## config.mk

```make
export PLATFORM = sky130hd
export DESIGN_NAME = keypad_pin_entry_flat
export DESIGN_NICKNAME = d
export VERILOG_FILES = /design/src/rtl/keypad_pkg.sv /design/src/rtl/keypad_pin_entry_if.sv /design/src/rtl/keypad_debouncer.sv /design/src/rtl/keypad_pin_entry.sv /design/src/flat_wrapper.sv
export SDC_FILE = /design/constraint.sdc
export NUM_CORES = 1
export LEC_CHECK = 0
export ABC_AREA = 1
export CORE_ASPECT_RATIO = 0.7
export CORE_UTILIZATION = 50
export DETAILED_ROUTE_END_ITERATION = 12
export HOLD_SLACK_MARGIN = 0.02
export PLACE_DENSITY = 0.76
export SETUP_SLACK_MARGIN = 0.2
export SKIP_LAST_GASP = 1
export SLEW_MARGIN = 20
export SYNTH_ARGS = -nofsm -noshare
export SYNTH_HDL_FRONTEND = slang
export SYNTH_SLANG_ARGS = --single-unit
```

## constraint.sdc

```tcl
create_clock -name clk -period 6.7 [get_ports clk]
set_clock_uncertainty 0.2 [all_clocks]
set_input_delay 1.34 -clock clk [delete_from_list [all_inputs] [get_ports clk]]
set_output_delay 1.34 -clock clk [all_outputs]
set_load 0.05 [all_outputs]
```

## src/rtl/keypad_pkg.sv

```systemverilog
// Shared keypad constants, widths, debounce states and key lookup.
package keypad_pkg;

    localparam int unsigned ROW_W  = 4;
    localparam int unsigned COL_W  = 3;
    localparam int unsigned CODE_W = 4;
    localparam int unsigned DIG_W  = 3;
    localparam int unsigned FAIL_W = 2;

    localparam logic [CODE_W-1:0] KEY_STAR = 4'hA;
    localparam logic [CODE_W-1:0] KEY_HASH = 4'hB;

    typedef enum logic [1:0] {
        DEB_IDLE  = 2'd0,
        DEB_PRESS = 2'd1,
        DEB_HELD  = 2'd2
    } deb_state_e;

    // Map a one-hot row/column pair to its key code; rows 0..2 hold digits 1..9.
    function automatic logic [CODE_W-1:0] key_lookup(input logic [ROW_W-1:0] row,
                                                     input logic [COL_W-1:0] col);
        logic [1:0]        r;
        logic [1:0]        c;
        logic [CODE_W-1:0] code;
        r = row[3] ? 2'd3 : row[2] ? 2'd2 : row[1] ? 2'd1 : 2'd0;
        c = col[2] ? 2'd2 : col[1] ? 2'd1 : 2'd0;
        if (r == 2'd3) begin
            case (c)
                2'd0:    code = KEY_STAR;
                2'd1:    code = 4'd0;
                default: code = KEY_HASH;
            endcase
        end else begin
            code = CODE_W'(3 * r + c + 1);
        end
        return code;
    endfunction

endpackage

```

## src/rtl/keypad_pin_entry_if.sv

```systemverilog
// Keypad lines in, key/verdict/lockout status out.
interface keypad_pin_entry_if;
    import keypad_pkg::*;

    logic [ROW_W-1:0]  fila;
    logic [COL_W-1:0]  Columna;
    logic              enter;
    logic              key_valid;
    logic [CODE_W-1:0] key_code;
    logic [DIG_W-1:0]  digits;
    logic              code_ok;
    logic              code_bad;
    logic              locked;
    logic [FAIL_W-1:0] fail_cnt;

    modport master (
        output fila, Columna, enter,
        input  key_valid, key_code, digits, code_ok, code_bad, locked, fail_cnt
    );

    modport slave (
        input  fila, Columna, enter,
        output key_valid, key_code, digits, code_ok, code_bad, locked, fail_cnt
    );

endinterface

```

## src/rtl/keypad_debouncer.sv

```systemverilog
// Synchronizes the matrix lines, decodes one-hot presses and debounces press and release.
module keypad_debouncer
    import keypad_pkg::*;
#(
    parameter int unsigned DEB_CYCLES = 500000
) (
    input  logic              clk,
    input  logic              rst_n,
    input  logic [ROW_W-1:0]  row,
    input  logic [COL_W-1:0]  col,
    output logic              key_valid,
    output logic [CODE_W-1:0] key_code
);

    localparam int unsigned PAT_W = ROW_W + COL_W;
    localparam int unsigned CNT_W = $clog2(DEB_CYCLES + 1);

    logic [PAT_W-1:0] pat_s1;
    logic [PAT_W-1:0] pat_s2;
    logic [PAT_W-1:0] pat_lat;
    logic [CNT_W-1:0] cnt;
    deb_state_e       state;
    logic             pat_valid;

    assign pat_valid = $onehot(pat_s2[PAT_W-1:COL_W]) && $onehot(pat_s2[COL_W-1:0]);

    // The IDLE cycle that sees the pattern counts as the first stable cycle.
    always_ff @(posedge clk or negedge rst_n) begin
        if (!rst_n) begin
            pat_s1    <= '0;
            pat_s2    <= '0;
            pat_lat   <= '0;
            cnt       <= '0;
            state     <= DEB_IDLE;
            key_valid <= 1'b0;
            key_code  <= '0;
        end else begin
            pat_s1    <= {row, col};
            pat_s2    <= pat_s1;
            key_valid <= 1'b0;
            case (state)
                DEB_IDLE: begin
                    if (pat_valid) begin
                        pat_lat <= pat_s2;
                        cnt     <= '0;
                        state   <= DEB_PRESS;
                    end
                end
                DEB_PRESS: begin
                    if (pat_s2 != pat_lat) begin
                        state <= DEB_IDLE;
                    end else if (cnt == CNT_W'(DEB_CYCLES - 2)) begin
                        key_valid <= 1'b1;
                        key_code  <= key_lookup(pat_lat[PAT_W-1:COL_W], pat_lat[COL_W-1:0]);
                        cnt       <= '0;
                        state     <= DEB_HELD;
                    end else begin
                        cnt <= cnt + 1'b1;
                    end
                end
                DEB_HELD: begin
                    if (pat_s2 != '0) begin
                        cnt <= '0;
                    end else if (cnt == CNT_W'(DEB_CYCLES - 1)) begin
                        cnt   <= '0;
                        state <= DEB_IDLE;
                    end else begin
                        cnt <= cnt + 1'b1;
                    end
                end
                default: state <= DEB_IDLE;
            endcase
        end
    end

endmodule

```

## src/rtl/keypad_pin_entry.sv

```systemverilog
// PIN entry front end: digit buffer, enter/# judging, fail counting and timed lockout.
module keypad_pin_entry
    import keypad_pkg::*;
#(
    parameter int unsigned          DEB_CYCLES  = 500000,
    parameter int unsigned          CODE_LEN    = 4,
    parameter logic [4*CODE_LEN-1:0] SECRET     = 16'h1234,
    parameter int unsigned          MAX_FAIL    = 3,
    parameter int unsigned          LOCK_CYCLES = 1000000000
) (
    input logic               clk,
    input logic               rst2,
    keypad_pin_entry_if.slave bus
);

    localparam int unsigned BUF_W  = CODE_W * CODE_LEN;
    localparam int unsigned LOCK_W = $clog2(LOCK_CYCLES + 1);

    logic              kv;
    logic [CODE_W-1:0] kc;
    logic [1:0]        ent_sync;
    logic              ent_prev;
    logic [BUF_W-1:0]  pin_buf;
    logic [DIG_W-1:0]  digits;
    logic              code_ok;
    logic              code_bad;
    logic              locked;
    logic [FAIL_W-1:0] fail_cnt;
    logic [LOCK_W-1:0] lock_cnt;
    logic              ent_rise;
    logic              enter_evt;
    logic              digit_evt;
    logic              star_evt;
    logic              code_match;

    keypad_debouncer #(
        .DEB_CYCLES(DEB_CYCLES)
    ) u_deb (
        .clk      (clk),
        .rst_n    (rst2),
        .row      (bus.fila),
        .col      (bus.Columna),
        .key_valid(kv),
        .key_code (kc)
    );

    // An enter edge in the same cycle as a key accept swallows the key.
    assign ent_rise   = ent_sync[1] & ~ent_prev;
    assign enter_evt  = ent_rise | (kv & (kc == KEY_HASH));
    assign digit_evt  = kv & ~ent_rise & (kc <= CODE_W'(9)) & (digits < DIG_W'(CODE_LEN));
    assign star_evt   = kv & ~ent_rise & (kc == KEY_STAR);
    assign code_match = (digits == DIG_W'(CODE_LEN)) && (pin_buf == SECRET);

    // Lockout, and the cycle that arms it, freeze buffer, verdicts and fail count.
    always_ff @(posedge clk or negedge rst2) begin
        if (!rst2) begin
            ent_sync <= '0;
            ent_prev <= 1'b0;
            pin_buf  <= '0;
            digits   <= '0;
            code_ok  <= 1'b0;
            code_bad <= 1'b0;
            locked   <= 1'b0;
            fail_cnt <= '0;
            lock_cnt <= '0;
        end else begin
            ent_sync <= {ent_sync[0], bus.enter};
            ent_prev <= ent_sync[1];
            code_ok  <= 1'b0;
            code_bad <= 1'b0;
            if (locked) begin
                if (lock_cnt == LOCK_W'(LOCK_CYCLES - 1)) begin
                    locked   <= 1'b0;
                    lock_cnt <= '0;
                    fail_cnt <= '0;
                end else begin
                    lock_cnt <= lock_cnt + 1'b1;
                end
            end else if (fail_cnt == FAIL_W'(MAX_FAIL)) begin
                locked   <= 1'b1;
                lock_cnt <= '0;
            end else if (enter_evt) begin
                if (code_match) begin
                    code_ok  <= 1'b1;
                    fail_cnt <= '0;
                end else begin
                    code_bad <= 1'b1;
                    fail_cnt <= fail_cnt + 1'b1;
                end
                pin_buf <= '0;
                digits  <= '0;
            end else if (digit_evt) begin
                pin_buf <= {pin_buf[BUF_W-CODE_W-1:0], kc};
                digits  <= digits + 1'b1;
            end else if (star_evt) begin
                pin_buf <= '0;
                digits  <= '0;
            end
        end
    end

    assign bus.key_valid = kv;
    assign bus.key_code  = kc;
    assign bus.digits    = digits;
    assign bus.code_ok   = code_ok;
    assign bus.code_bad  = code_bad;
    assign bus.locked    = locked;
    assign bus.fail_cnt  = fail_cnt;

endmodule
```

## src/flat_wrapper.sv

```systemverilog
// flat-port wrapper written by rule: the top's interface ports become plain ports
module keypad_pin_entry_flat import keypad_pkg::*;
#(
    parameter int unsigned          DEB_CYCLES  = 500000,
    parameter int unsigned          CODE_LEN    = 4,
    parameter logic [4*CODE_LEN-1:0] SECRET     = 16'h1234,
    parameter int unsigned          MAX_FAIL    = 3,
    parameter int unsigned          LOCK_CYCLES = 1000000000
)
  (clk, rst2, bus_fila, bus_Columna, bus_enter, bus_key_valid, bus_key_code, bus_digits, bus_code_ok, bus_code_bad, bus_locked, bus_fail_cnt);
  keypad_pin_entry_if bus_i ();
  input logic clk;
  input logic rst2;
  input wire logic [$bits(bus_i.fila)-1:0] bus_fila;
  input wire logic [$bits(bus_i.Columna)-1:0] bus_Columna;
  input wire logic [$bits(bus_i.enter)-1:0] bus_enter;
  output wire logic [$bits(bus_i.key_valid)-1:0] bus_key_valid;
  output wire logic [$bits(bus_i.key_code)-1:0] bus_key_code;
  output wire logic [$bits(bus_i.digits)-1:0] bus_digits;
  output wire logic [$bits(bus_i.code_ok)-1:0] bus_code_ok;
  output wire logic [$bits(bus_i.code_bad)-1:0] bus_code_bad;
  output wire logic [$bits(bus_i.locked)-1:0] bus_locked;
  output wire logic [$bits(bus_i.fail_cnt)-1:0] bus_fail_cnt;
  assign bus_i.fila = bus_fila;
  assign bus_i.Columna = bus_Columna;
  assign bus_i.enter = bus_enter;
  assign bus_key_valid = bus_i.key_valid;
  assign bus_key_code = bus_i.key_code;
  assign bus_digits = bus_i.digits;
  assign bus_code_ok = bus_i.code_ok;
  assign bus_code_bad = bus_i.code_bad;
  assign bus_locked = bus_i.locked;
  assign bus_fail_cnt = bus_i.fail_cnt;
  keypad_pin_entry #(.DEB_CYCLES(DEB_CYCLES), .CODE_LEN(CODE_LEN), .SECRET(SECRET), .MAX_FAIL(MAX_FAIL), .LOCK_CYCLES(LOCK_CYCLES)) u_core (.clk(clk), .rst2(rst2), .bus(bus_i));
endmodule
```

Yosys cells after proc, flatten, opt, wreduce, memory -nomap -nowiden. Cells that the tools add are included.

Word-level logic and storage cells: 126. Register bits after elaboration: 104. Input port bits: 10. Output and inout bits: 13.

Multipliers: 1. Order comparisons: 2. Bitwise logic cells: 12. Muxes and demuxes: 47. Eq/ne operators: 22. $add $sub $neg: 11. Reductions and logical operators: 15.

Operator list (count): two-way mux 19 bit (5); two-way mux 30 bit (3); case mux 19 bit (3 select lines) (1); two-way mux 16 bit (3); == test 19 bit (second input constant) (2); adder 30 x 1 -> 30 bit (second input constant) (1); == test 30 bit (second input constant) (1); two-way mux 2 bit (13); adder 19 x 1 -> 19 bit (second input constant) (1); == test 16 x 13 -> 1 bit (second input constant) (1); two-way mux 1 bit (16); AND reduction 3 bit (4); inequality test 2 bit (second input constant) (5); two-way mux 3 bit (3); == test 4 bit (second input constant) (2); case mux 4 bit (2 select lines) (1); inequality test 7 bit (1); nonzero test 7 bit (1); adder 1 x 1 -> 2 bit (3); AND 1 bit (6); == test 2 x 1 -> 1 bit (second input constant) (3); == test 2 bit (second input constant) (3); case mux 2 bit (3 select lines) (1); nonzero test 3 bit (2); 21 further kinds (28).

Logic depth before layout (Yosys ltp).
Depth in word-level cells: 8. Gate-level depth with buffers: 12. Mapped depth without buffers: 12.

Cells and area by module. Synthesis repeated with hierarchy kept, for this count alone.

Cells, all modules: 864. Area total of the unflattened synthesis: 6307.3 um^2.

By module, submodules not included: keypad_pin_entry (instances 1, cells an instance 453, seq. area each 1426.4 um^2, area an instance 3226.8 um^2); keypad_debouncer (instances 1, cells an instance 411, seq. area each 1176.1 um^2, area an instance 3080.5 um^2).

Least setup slack after synthesis. Ideal clock, no wire load.

Path type: reg2reg. Start: reg u_core.u_deb.pat_s2[3]. End: reg u_core.u_deb.cnt[15]. Path buffers: 0. Arrival time: 2.295 ns. Stages on the path, launching flop included: 10. Required time: 6.371 ns. Period minus slack after synthesis: 2.624 ns. Setup time: 0.129 ns. Slack: 4.076 ns. Cells stage by stage: dfrtp_1 > ha_1 > fa_1 > ha_1 > nor2_1 > a21oi_1 > nor2_2 > nand2_4 > a21oi_1 > nor2_1.

Longest elaborated chain between the ends: 6. Elaborated cells between the ends (all ways): 11. Those cells by class: add/sub (2); eq/ne (4); mux (2); reduce/logical (3).

RTL lines: from (decl) (RTL line keypad_debouncer.sv:19) `logic [PAT_W-1:0] pat_s2;`; from (signal assigned) (RTL line keypad_debouncer.sv:39) `pat_s2 <= pat_s1;`; adder 1 x 1 -> 2 bit (RTL line keypad_debouncer.sv:25) `assign pat_valid = $onehot(pat_s2[PAT_W-1:COL_W]) && $onehot(pat_s2[COL_W-1:0]);`; adder 3 x 2 -> 3 bit (RTL line keypad_debouncer.sv:25); == test 3 x 1 -> 1 bit (RTL line keypad_debouncer.sv:25); logical AND 1 bit (RTL line keypad_debouncer.sv:25); inequality test 2 bit (no source line); AND reduction 3 bit (no source line); to (signal assigned) (RTL line keypad_debouncer.sv:58) `cnt <= cnt + 1'b1;`; to (signal assigned) (RTL line keypad_debouncer.sv:68) `cnt <= cnt + 1'b1;`; to (decl) (RTL line keypad_debouncer.sv:21) `logic [CNT_W-1:0] cnt;`.

Several ways; a longest one is shown, not always the timed one. A chain may end at the register's enable or synchronous reset.

Final worst setup path.
Start: reg u_core.locked, in the netlist u_core.bus.locked. End: out bus_locked.

RTL lines: from (decl) (RTL line keypad_pin_entry.sv:27) `logic locked;`; from (signal assigned) (RTL line keypad_pin_entry.sv:63) `locked <= 1'b0;`; from (signal assigned) (RTL line keypad_pin_entry.sv:73) `locked <= 1'b0;`; from (signal assigned) (RTL line keypad_pin_entry.sv:80) `locked <= 1'b1;`; to (decl) (RTL line flat_wrapper.sv:22) `output wire logic [$bits(bus_i.locked)-1:0] bus_locked;`.

No word-level cell between the ends.

==> insert_results.sql <==
INSERT INTO impl_metrics (metric_group, metric, value, unit) VALUES
('cts', 'cts.sink_count', '104', ''),
('timing', 'grt_setup_unrepaired', 'false', ''),
('global_route', 'antenna_violations_before_repair', '0', ''),
('final_layout', 'final.fill_count', '1103', ''),
('cts', 'hold_buffers', '0', ''),
('yosys', 'number_of_enable_flip_flop_cells_after_synthesis', '0', ''),
('timing', 'worstMarginPinSlew', '0.9281', 'ns'),
('hold_path', 'min-delay-path-class', 'reg2reg', ''),
('placement', 'port_buf_inserts', '22', ''),
('yosys', 'synth-async-reset-ratio', '100.0', '%'),
('yosys', 'ys.warnings.count', '0', ''),
('global_route', 'pin_count_of_the_biggest_net_entering_global_routing', '61', ''),
('timing', 'period_needed', '3.411', 'ns'),
('yosys', 'netlist_area', '6036', 'um^2'),
('die', 'floorplan.initialDensity', '51.47', '%'),
('setup_path', 'worst_ep_required_time', '5.16', 'ns'),
('setup_path', 'r2r_setup_slack', '3.79', 'ns'),
('placement', 'finalWeightedCongestion', '0.9611', ''),
('placement', 'hpwlAfterDp', '10180', 'um'),
('yosys', 'syn_inst', '810', ''),
('yosys', 'number_of_synthesized_register_bits', '104', ''),
('setup_path', 'critical_path_arrival', '1.87', 'ns'),
('setup_path', 'crit_fanout', '13', ''),
('setup_path', 'r2r_cells', '9', ''),
('die', 'fp-row-count', '33', ''),
('setup_path', 'cp-end-kind', 'primary output', ''),
('setup_path', 'crit_family', 'buffers and inverters', ''),
('final_layout', 'mostFrequentLayoutCell', 'nand2_1', ''),
('pwr', 'power.ir.vdd_worst', '0.2708', 'mV'),
('yosys', 'synth_cell_types', '41', ''),
('die', 'fp.dieH', '93.93', 'um'),
('detailed_routing', 'routed-via-count', '5371', ''),
('global_route', 'use_met3', '5.609', '%'),
('global_route', 'met2_usage', '33.38', '%'),
('detailed_routing', 'drt_iter0_drc', '437', ''),
('final_layout', 'regArea', '2603', 'um^2'),
('yosys', 'synth_fp_nets', '840', ''),
('yosys', 'synth_sequential_area_ratio', '43.12', '%'),
('final_layout', 'design.final.nets', '855', ''),
('setup_path', 'worstSetupEndpoint', 'bus_locked', ''),
('setup_path', 'cp-start-kind', 'flip-flop', ''),
('global_route', 'via_count_of_the_first_global_routing_pass', '4664', ''),
('cts', 'cts.path.max_buffers', '2', ''),
('setup_path', 'cp_num_cells', '1', ''),
('outcome', 'outcome', 'complete, no violations', ''),
('job', 'maximum_capacitance_violations', '0', ''),
('final_layout', 'synthToLayoutAreaGrowth', '10.39', '%'),
('final_layout', 'area_of_the_multi_input_gates', '2965', 'um^2'),
('setup_path', 'worstSetupStartpoint', 'u_core.bus.locked', ''),
('die', 'die-area', '12520', 'um^2'),
('global_route', 'grt_util_met1', '38.13', '%'),
('final_layout', 'antenna_cells', '0', ''),
('cts', 'cts_max_level', '3', ''),
('global_route', 'grt_pass1_wl', '23950', 'um'),
('timing', 'post-route-worst-setup-slack', '3.289', 'ns'),
('detailed_routing', 'detail_route.wl_per_cell', '14.36', 'um'),
('timing', 'setup-tns-final', '0', 'ns'),
('placement', 'place_ws', '3.665', 'ns'),
('timing', 'achievable-frequency', '0.2932', 'GHz'),
('global_route', 'top_usage_layer', 'met1', ''),
('cts', 'cts_tree', 'done', ''),
('timing', 'setup_viol', '0', ''),
('die', 'core', '11730', 'um^2'),
('cts', 'cts.root.buffer_cell', 'clkbuf_16', ''),
('yosys', 'syn-mean-instance-area', '7.452', 'um^2'),
('timing', 'final-hold-violation-count', '0', ''),
('setup_path', 'regToRegStartpoint', 'u_core.u_deb.pat_s2[3]', ''),
('setup_path', 'slowest_delay', '0.89', 'ns'),
('setup_path', 'crit_path_top_delay_cell', 'clkdlybuf4s50_1', ''),
('cts', 'worst_setup_hold_path_clk_slew', '0.07', 'ns'),
('cts', 'postCtsSetupBuffers', '0', '');
==> state kept, by name, summed over array words and instances, names as in the netlist <==
name                    flops
u_core.u_deb.cnt           19
u_core.bus.code_ok          1
u_core.ent_prev             1
u_core.bus.locked           1
u_core.u_deb.pat_s2         7
u_core.bus.digits           3
u_core.lock_cnt            30
u_core.ent_sync             2
u_core.u_deb.state          2
u_core.bus.fail_cnt         2
u_core.pin_buf             16
u_core.bus.code_bad         1
u_core.u_deb.key_code       4
u_core.u_deb.key_valid      1
u_core.u_deb.pat_s1         7
u_core.u_deb.pat_lat        7
==> cell families (layout without fill, tap and decap cells) <==
| logic type | count (synthesis) | after routing | share of synthesized area, % |
|---|---|---|---|
| compound gates | 84 | 84 | 7.670 |
| xor+xnor | 23 | 23 | 3.337 |
| fa+ha+maj | 20 | 20 | 4.643 |
| buf+inv | 118 | 137 | 7.877 |
| flops | 104 | 104 | 43.12 |
| simple gates | 461 | 461 | 33.35 |
==> power by group <==
| group | internal (mW) | leakage (nW) | total [mW] | switching, mW |
|---|---|---|---|---|
| Clock | 0.291 | 0.140 | 0.531 | 0.239 |
| Sequential | 0.683 | 1.39 | 0.744 | 0.0607 |
| Combinational | 0.187 | 1.46 | 0.612 | 0.425 |
==> worst min-delay path by stage <==
| stage | depth (start not counted) | from | end |
|---|---|---|---|
| after floorplan | 0 | u_core.ent_sync[0] | u_core.ent_sync[1] |
| after global placement | 0 | u_core.ent_sync[0] | u_core.ent_sync[1] |
| after detailed placement | 0 | u_core.ent_sync[0] | u_core.ent_sync[1] |
| after CTS | 0 | u_core.ent_sync[0] | u_core.ent_sync[1] |
| after global routing | 0 | u_core.ent_sync[0] | u_core.ent_sync[1] |
| final | 0 | u_core.ent_sync[0] | u_core.ent_sync[1] |
==> layout make-up <==
class                   instances  share of cell area (%)
clock inverters                 5                  0.9577
repair buffers                 24                   3.493
inverters                      98                   5.596
well taps                     157                   2.948
clock buffers                  10                   3.437
flip-flops and latches        104                   39.06
multi-input cells             588                   44.51
==> cell usage after synthesis (2+ instances only) <==
| cell type | count | area share [%] |
|---|---|---|
| or2_2 | 2 | 0.21 |
| nor2_2 | 3 | 0.31 |
| nor2_4 | 2 | 0.37 |
| nand3_1 | 90 | 7.5 |
| nand4_1 | 22 | 2.3 |
| xor2_1 | 19 | 2.8 |
| nor4_1 | 4 | 0.41 |
| o22ai_1 | 5 | 0.52 |
| clkbuf_1 | 11 | 0.68 |
| buf_2 | 7 | 0.58 |
| dfrtp_1 | 104 | 43 |
| a21oi_1 | 10 | 0.83 |
| nor3_1 | 15 | 1.2 |
| nand2_4 | 2 | 0.37 |
| ha_1 | 16 | 3.3 |
| nand2_1 | 231 | 14 |
| inv_1 | 94 | 5.8 |
| inv_2 | 2 | 0.12 |
| o31ai_1 | 3 | 0.37 |
| xnor2_1 | 4 | 0.58 |
| nor2_1 | 84 | 5.2 |
| fa_1 | 4 | 1.3 |
| o21ai_0 | 58 | 4.8 |
==> stage by stage <==
stage               total power, mW  instances  instance area [um^2]
finish                        1.887        986                  6663
floorplan                     1.204        810                  6036
CTS                           1.896        986                  6655
global route                  2.006        986                  6663
detailed placement            1.359        971                  6362
global placement              1.347        971                  6362
==> layer usage <==
metal  vias up  wire length (um)
li1       2634                 -
met1      2498              7078
met2       221              5765
met3        18              1179
met4         0               137
met5         -                 0
Power figures use the tool's default switching activity.
